**src/rtl/dmi_arbiter.sv**
```systemverilog
// dmi_arbiter: shares the debug-module register port between the JTAG DTM
// (toggle handshake, synchronised here) and a local host bridge (level
// request). Round-robin arbitration, one DM access at a time, each access
// bounded by a timeout that returns ERR_DATA with an error flag.
module dmi_arbiter #(
  parameter int          TIMEOUT  = 64,
  parameter logic [31:0] ERR_DATA = 32'hFFFF_FFFF
) (
  input  logic        clk,
  input  logic        rst_n,
  // DTM side (dmi_start toggles in the TCK domain)
  input  logic        dmi_start,
  input  logic [1:0]  dmi_op,
  input  logic [6:0]  dmi_address,
  input  logic [31:0] dmi_data_o,
  output logic        dmi_finish,
  output logic [31:0] dmi_data_i,
  output logic        dmi_err,
  // host bridge side
  input  logic        h_req,
  input  logic [1:0]  h_op,
  input  logic [6:0]  h_addr,
  input  logic [31:0] h_wdata,
  output logic        h_gnt,
  output logic        h_rvalid,
  output logic [31:0] h_rdata,
  output logic        h_err,
  // debug module port
  output logic        dm_req,
  output logic        dm_we,
  output logic [6:0]  dm_addr,
  output logic [31:0] dm_wdata,
  input  logic        dm_ack,
  input  logic [31:0] dm_rdata
);

  localparam int CW = $clog2(TIMEOUT);
  localparam logic [CW-1:0] CNT_LAST = CW'(TIMEOUT - 1);

  localparam logic [1:0] OP_READ  = 2'd1;
  localparam logic [1:0] OP_WRITE = 2'd2;

  typedef enum logic [1:0] {
    ST_IDLE = 2'd0,
    ST_BUSY = 2'd1,
    ST_RESP = 2'd2
  } state_t;

  // DTM handshake synchroniser and pending flag
  logic r_sync1, r_sync2, r_hist;
  logic r_dtm_pend;

  // control state
  state_t        r_state;
  logic          r_last_dtm;   // 1 = last grant went to the DTM, 0 = host
  logic          r_owner_dtm;  // owner of the access in flight
  logic [CW-1:0] r_cnt;
  logic [31:0]   r_data;
  logic          r_err;

  // registered outputs
  logic        r_dm_req, r_dm_we;
  logic [6:0]  r_dm_addr;
  logic [31:0] r_dm_wdata;
  logic        r_dmi_finish, r_dmi_err;
  logic [31:0] r_dmi_data_i;
  logic        r_h_gnt, r_h_rvalid, r_h_err;
  logic [31:0] r_h_rdata;

  // next-state values
  state_t        w_state_next;
  logic          w_dtm_pend_next, w_last_dtm_next, w_owner_dtm_next;
  logic [CW-1:0] w_cnt_next;
  logic [31:0]   w_data_next;
  logic          w_err_next;
  logic          w_dm_req_next, w_dm_we_next;
  logic [6:0]    w_dm_addr_next;
  logic [31:0]   w_dm_wdata_next;
  logic          w_dmi_finish_next, w_dmi_err_next;
  logic [31:0]   w_dmi_data_i_next;
  logic          w_h_gnt_next, w_h_rvalid_next, w_h_err_next;
  logic [31:0]   w_h_rdata_next;

  // arbitration helpers
  logic        w_dtm_edge;
  logic        w_any_req;
  logic        w_pick_dtm;
  logic [1:0]  w_sel_op;
  logic [6:0]  w_sel_addr;
  logic [31:0] w_sel_wdata;

  // A new toggle is seen when the synchronised level differs from history.
  assign w_dtm_edge = r_sync2 ^ r_hist;
  assign w_any_req  = r_dtm_pend | h_req;
  // On a tie the requester that did not win last time goes first.
  assign w_pick_dtm = r_dtm_pend & (~h_req | ~r_last_dtm);
  assign w_sel_op    = w_pick_dtm ? dmi_op      : h_op;
  assign w_sel_addr  = w_pick_dtm ? dmi_address : h_addr;
  assign w_sel_wdata = w_pick_dtm ? dmi_data_o  : h_wdata;

  // Bring the DTM start toggle into the clk domain (two flops + history).
  always_ff @(posedge clk or negedge rst_n) begin
    if (!rst_n) begin
      r_sync1 <= 1'b0;
      r_sync2 <= 1'b0;
      r_hist  <= 1'b0;
    end else begin
      r_sync1 <= dmi_start;
      r_sync2 <= r_sync1;
      r_hist  <= r_sync2;
    end
  end

  // Next-state, arbitration and output-register decode.
  always_comb begin
    w_state_next      = r_state;
    w_dtm_pend_next   = r_dtm_pend | w_dtm_edge;
    w_last_dtm_next   = r_last_dtm;
    w_owner_dtm_next  = r_owner_dtm;
    w_cnt_next        = r_cnt;
    w_data_next       = r_data;
    w_err_next        = r_err;
    w_dm_req_next     = r_dm_req;
    w_dm_we_next      = r_dm_we;
    w_dm_addr_next    = r_dm_addr;
    w_dm_wdata_next   = r_dm_wdata;
    w_dmi_finish_next = r_dmi_finish;
    w_dmi_err_next    = r_dmi_err;
    w_dmi_data_i_next = r_dmi_data_i;
    w_h_gnt_next      = 1'b0;
    w_h_rvalid_next   = 1'b0;
    w_h_err_next      = r_h_err;
    w_h_rdata_next    = r_h_rdata;

    case (r_state)
      ST_IDLE: begin
        if (w_any_req) begin
          w_last_dtm_next  = w_pick_dtm;
          w_owner_dtm_next = w_pick_dtm;
          w_cnt_next       = '0;
          w_dm_we_next     = (w_sel_op == OP_WRITE);
          w_dm_addr_next   = w_sel_addr;
          w_dm_wdata_next  = w_sel_wdata;
          if (w_pick_dtm) begin
            // an edge landing on the grant cycle is kept for a later service
            w_dtm_pend_next = w_dtm_edge;
          end else begin
            w_h_gnt_next = 1'b1;
          end
          if ((w_sel_op == OP_READ) || (w_sel_op == OP_WRITE)) begin
            w_dm_req_next = 1'b1;
            w_state_next  = ST_BUSY;
          end else begin
            // nop: complete without touching the DM
            w_data_next  = '0;
            w_err_next   = 1'b0;
            w_state_next = ST_RESP;
          end
        end
      end

      ST_BUSY: begin
        if (dm_ack) begin
          w_dm_req_next = 1'b0;
          w_data_next   = dm_rdata;
          w_err_next    = 1'b0;
          w_state_next  = ST_RESP;
        end else if (r_cnt == CNT_LAST) begin
          w_dm_req_next = 1'b0;
          w_data_next   = ERR_DATA;
          w_err_next    = 1'b1;
          w_state_next  = ST_RESP;
        end else begin
          w_cnt_next = r_cnt + 1'b1;
        end
      end

      ST_RESP: begin
        if (r_owner_dtm) begin
          w_dmi_data_i_next = r_data;
          w_dmi_err_next    = r_err;
          w_dmi_finish_next = ~r_dmi_finish;
        end else begin
          w_h_rvalid_next = 1'b1;
          w_h_rdata_next  = r_data;
          w_h_err_next    = r_err;
        end
        w_state_next = ST_IDLE;
      end

      default: begin
        w_state_next  = ST_IDLE;
        w_dm_req_next = 1'b0;
      end
    endcase
  end

  // State and output registers; reset abandons any access in flight.
  always_ff @(posedge clk or negedge rst_n) begin
    if (!rst_n) begin
      r_state      <= ST_IDLE;
      r_dtm_pend   <= 1'b0;
      r_last_dtm   <= 1'b0;
      r_owner_dtm  <= 1'b0;
      r_cnt        <= '0;
      r_data       <= '0;
      r_err        <= 1'b0;
      r_dm_req     <= 1'b0;
      r_dm_we      <= 1'b0;
      r_dm_addr    <= '0;
      r_dm_wdata   <= '0;
      r_dmi_finish <= 1'b0;
      r_dmi_err    <= 1'b0;
      r_dmi_data_i <= '0;
      r_h_gnt      <= 1'b0;
      r_h_rvalid   <= 1'b0;
      r_h_err      <= 1'b0;
      r_h_rdata    <= '0;
    end else begin
      r_state      <= w_state_next;
      r_dtm_pend   <= w_dtm_pend_next;
      r_last_dtm   <= w_last_dtm_next;
      r_owner_dtm  <= w_owner_dtm_next;
      r_cnt        <= w_cnt_next;
      r_data       <= w_data_next;
      r_err        <= w_err_next;
      r_dm_req     <= w_dm_req_next;
      r_dm_we      <= w_dm_we_next;
      r_dm_addr    <= w_dm_addr_next;
      r_dm_wdata   <= w_dm_wdata_next;
      r_dmi_finish <= w_dmi_finish_next;
      r_dmi_err    <= w_dmi_err_next;
      r_dmi_data_i <= w_dmi_data_i_next;
      r_h_gnt      <= w_h_gnt_next;
      r_h_rvalid   <= w_h_rvalid_next;
      r_h_err      <= w_h_err_next;
      r_h_rdata    <= w_h_rdata_next;
    end
  end

  assign dm_req     = r_dm_req;
  assign dm_we      = r_dm_we;
  assign dm_addr    = r_dm_addr;
  assign dm_wdata   = r_dm_wdata;
  assign dmi_finish = r_dmi_finish;
  assign dmi_data_i = r_dmi_data_i;
  assign dmi_err    = r_dmi_err;
  assign h_gnt      = r_h_gnt;
  assign h_rvalid   = r_h_rvalid;
  assign h_rdata    = r_h_rdata;
  assign h_err      = r_h_err;

endmodule

```
**config.mk**
```make
export PLATFORM = sky130hd
export DESIGN_NAME = dmi_arbiter
export DESIGN_NICKNAME = d
export VERILOG_FILES = /design/src/rtl/dmi_arbiter.sv
export SDC_FILE = /design/constraint.sdc
export NUM_CORES = 1
export LEC_CHECK = 0
export BUFFER_PORTS_ARGS = -buffer_cell sky130_fd_sc_hd__buf_4
export CELL_PAD_IN_SITES_DETAIL_PLACEMENT = 1
export CELL_PAD_IN_SITES_GLOBAL_PLACEMENT = 2
export CORE_ASPECT_RATIO = 2
export CORE_MARGIN = 2
export CORE_UTILIZATION = 33
export CTS_BUF_LIST = sky130_fd_sc_hd__clkbuf_4 sky130_fd_sc_hd__clkbuf_8
export DETAILED_ROUTE_END_ITERATION = 12
export GPL_TIMING_DRIVEN = 0
export PLACE_DENSITY_LB_ADDON = 0.1
export SLEW_MARGIN = 20
export SYNTH_ARGS = -nofsm -noshare
export SYNTH_HDL_FRONTEND = slang
export SYNTH_SLANG_ARGS = --single-unit
```
**constraint.sdc**
```tcl
create_clock -name clk -period 3.18 [get_ports clk]
set_clock_uncertainty 0.05 [all_clocks]
set_input_delay 0.318 -clock clk [delete_from_list [all_inputs] [get_ports clk]]
set_output_delay 0.318 -clock clk [all_outputs]
set_load 0.05 [all_outputs]
```
==> metrics <==
outcome=finished, final reports clean; Die Area=0.02024 mm2; Finish-stage setup viols=0; drt first pass iters=5; WS Path Type=reg -> reg; Clk pwr share=0.135; required time of the worst setup path=3.47 ns; DR WL/cell=19.06 um; Slew Limit Fails=0; Pleak=4.684 nW; Synth Area in Compound Gates=0.1337; RSZ-0062 raised after global routing=false; FF/Latch Area=0.003904 mm2; initial core utilization=0.3355; Antenna Diode Count=0; chip width=101.6 um; largest net degree at the start of global routing=100; Setup TNS=0 ns; syn_area_per_cell=between 10 and 15 um2; Worst-Skew Late Latency=0.45 ns; gpl congestion=0.7993; num rows=71; I/O Pins=around 230; Max FO, Critical Path=10; Worst-Margin Slew=0.6891 ns; Worst setup EP type=flip-flop; Yosys Warn Count=0; Setup Fix Bufs, Post-CTS=0; Synth Area in Adders=0.003979; WHS=0.04031 ns; P&R area growth vs syn=44.27%; fmax=368.8 MHz; min Tclk post-route=2.712 ns; Synth cell types=38; most common library cells after synthesis=dfrtp_1, mux2_2, inv_1, a222oi_1, nand2b_1; Sw Share=0.4771; Critical-path top delay cell=dfrtp_1; vias in the first global route=approximately 5600; Layout fillers=1990; Worst VDD drop=0.6487 mV; final global-route overflow total=0; DRC Markers=0; final hold violation count=0; die height=about 200 um; quantity of gates resized following cts=0; cell taking the most area after synthesis=dfrtp_1; Synth top area share=0.6208; CP peak stage delay=0.49 ns; PwrDens=1133 mW/mm2; count leader, synth=dfrtp_1; I/O Buffers=227; Routed WL=between 15 and 20 mm; Post-Synth XOR/XNOR Area=0.004178; H-tree depth=4; Total Routing Usage GR=0.1947; initial antenna violation count=0; mux cell area share after synthesis=0.1251; syn nets=579; post-synthesis simple-gate area fraction=0.05810; CTS Root Cell=clkbuf_8; via count=4964; DR vias/cell=4.920; first-pass GRT wire length=between 20 and 30 mm; predominant post-synthesis flop cell=dfrtp_1; Worst Path Arrival=roughly 3.0 ns; Post-synth ARST share=1.000; Gate power share=0.537; hold buffer count at cts=36; main combinational cell family by area after synthesis=compound AO/OA/AOI/OAI gates; Starting DRT DRC Count=231; core area=0.01874 mm2; dpl hpwl=14.16 mm; Layout Nets=862; Startpoint Class=flip-flop; total of max-cap violations=0; synthesized area=between 0.006 and 0.007 mm2; Hold Path Class=in -> reg; Seq pwr share=0.328; clock-pin slew on the worst setup and hold paths=0.09 ns; CP cell instances=a21boi_1 -> mux2_2 -> ha_1 -> o21ai_0 -> a21oi_1 -> nand2_4 -> buf_6 -> a22o_4; Post-synth EDFFs=0; clock buffer depth=2; Slew HR=0.5375; Cell Int Power=5.377 mW; Synth Register Bits=156; post-synthesis sequential area ratio=0.6208; clock sinks=156; Tcrit/Tclk final=0.8527; CTS tree=yes; NetSw=4.906 mW; Final ANT Viol Nets=0; Synth area leaders=dfrtp_1, mux2_2, a222oi_1; proportion of layout cells with a drive suffix above 1=0.4748; TritonCTS buffer count=17; Cells after Synth=458; Multi-input gate area=0.002044 mm2
==> state kept, by name (all words and copies together) (netlist names), 2 cells and up <==
register,cells
r_cnt,6
h_rdata,32
dm_wdata,32
r_data,32
r_state,2
dm_addr,7
dmi_data_i,32
==> power by group through the flow <==
stage / Clock [mW] / Combinational, mW / Sequential, mW
finish: 1.39 / 5.53 / 3.37
global route: 1.52 / 5.88 / 3.48
CTS: 1.45 / 5.61 / 3.38
detailed placement: 0 / 5.57 / 3.40
global placement: 0 / 5.44 / 3.35
floorplan: 0 / 1.76 / 5.34
==> layout make-up <==
| class | count | share of cell area |
|---|---|---|
| Clock buffer | 20 | 0.03034 |
| Inverter | 41 | 0.01696 |
| Buffer | 33 | 0.02055 |
| Timing Repair Buffer | 264 | 0.2314 |
| Sequential cell | 156 | 0.4303 |
| Multi-Input combinational cell | 228 | 0.2253 |
| Clock inverter | 12 | 0.009930 |
| Tap cell | 255 | 0.03517 |
==> routing by layer <==
metal	vias up	track usage	part of all wire
met5	-	0	0
met3	12	0.06576	0.073
li1	2229	-	-
met2	182	0.3679	0.57
met1	2541	0.1940	0.34
met4	0	0.06156	0.011
==> placed cells by master, fill, tap and decap left out, types with 5 or more instances in the layout <==
cell type      count
clkinvlp_4         6
o21ai_0            5
nand2_1            6
a222oi_1          39
nand2b_1          34
dfrtp_1          156
mux2_2            68
buf_4            229
dlygate4sd3_1     36
clkbuf_1           9
clkbuf_8          20
buf_2             17
a22o_1            33
inv_1             41
a21oi_1            7
==> worst max-delay path: cells and delay by family (launching register included) <==
kind | cells | cell delay [ns]
compound gates | 4 | 1.02
fa+ha+maj | 1 | 0.31
buf+inv | 1 | 0.18
flops | 1 | 0.49
mux | 1 | 0.38
simple gates | 1 | 0.16
==> path summary, 6_finish.rpt <==
kind / slack (ns) / end / startpoint / cells after the start
min in group asynchronous: 0.32 / h_rdata[11] / rst_n / 2
max: 0.47 / r_data[14] / r_owner_dtm / 8
max reg2reg: 0.47 / r_data[14] / r_owner_dtm / 8
max in group asynchronous: 1.89 / r_cnt[1] / rst_n / 3
min reg2reg: 0.30 / r_sync2 / r_sync1 / 0
min: 0.04 / dm_wdata[9] / h_wdata[9] / 3
==> through the flow <==
stage	power, mW	setup slack, ns	instances	utilization	area (um2)
final	10.28	0.4683	1009	0.4840	9072
after floorplan	7.094	0.8290	458	-	6289
after CTS	10.43	0.4452	1009	0.4840	9072
after global routing	10.87	0.2493	1009	0.4840	9072
after global placement	8.794	0.5311	940	0.4434	8312
after detailed placement	8.977	0.4733	941	0.4453	8347
==> cells by family after synthesis <==
family	count (synthesis)
DFF	156
AOI/OAI and AO/OA	95
buffers and inverters	74
muxes	70
and+or+nand+nor	58
xor gates and xnor gates	3
adders and majority gates	2
Note: power is estimated with default switching activity, not from simulation.
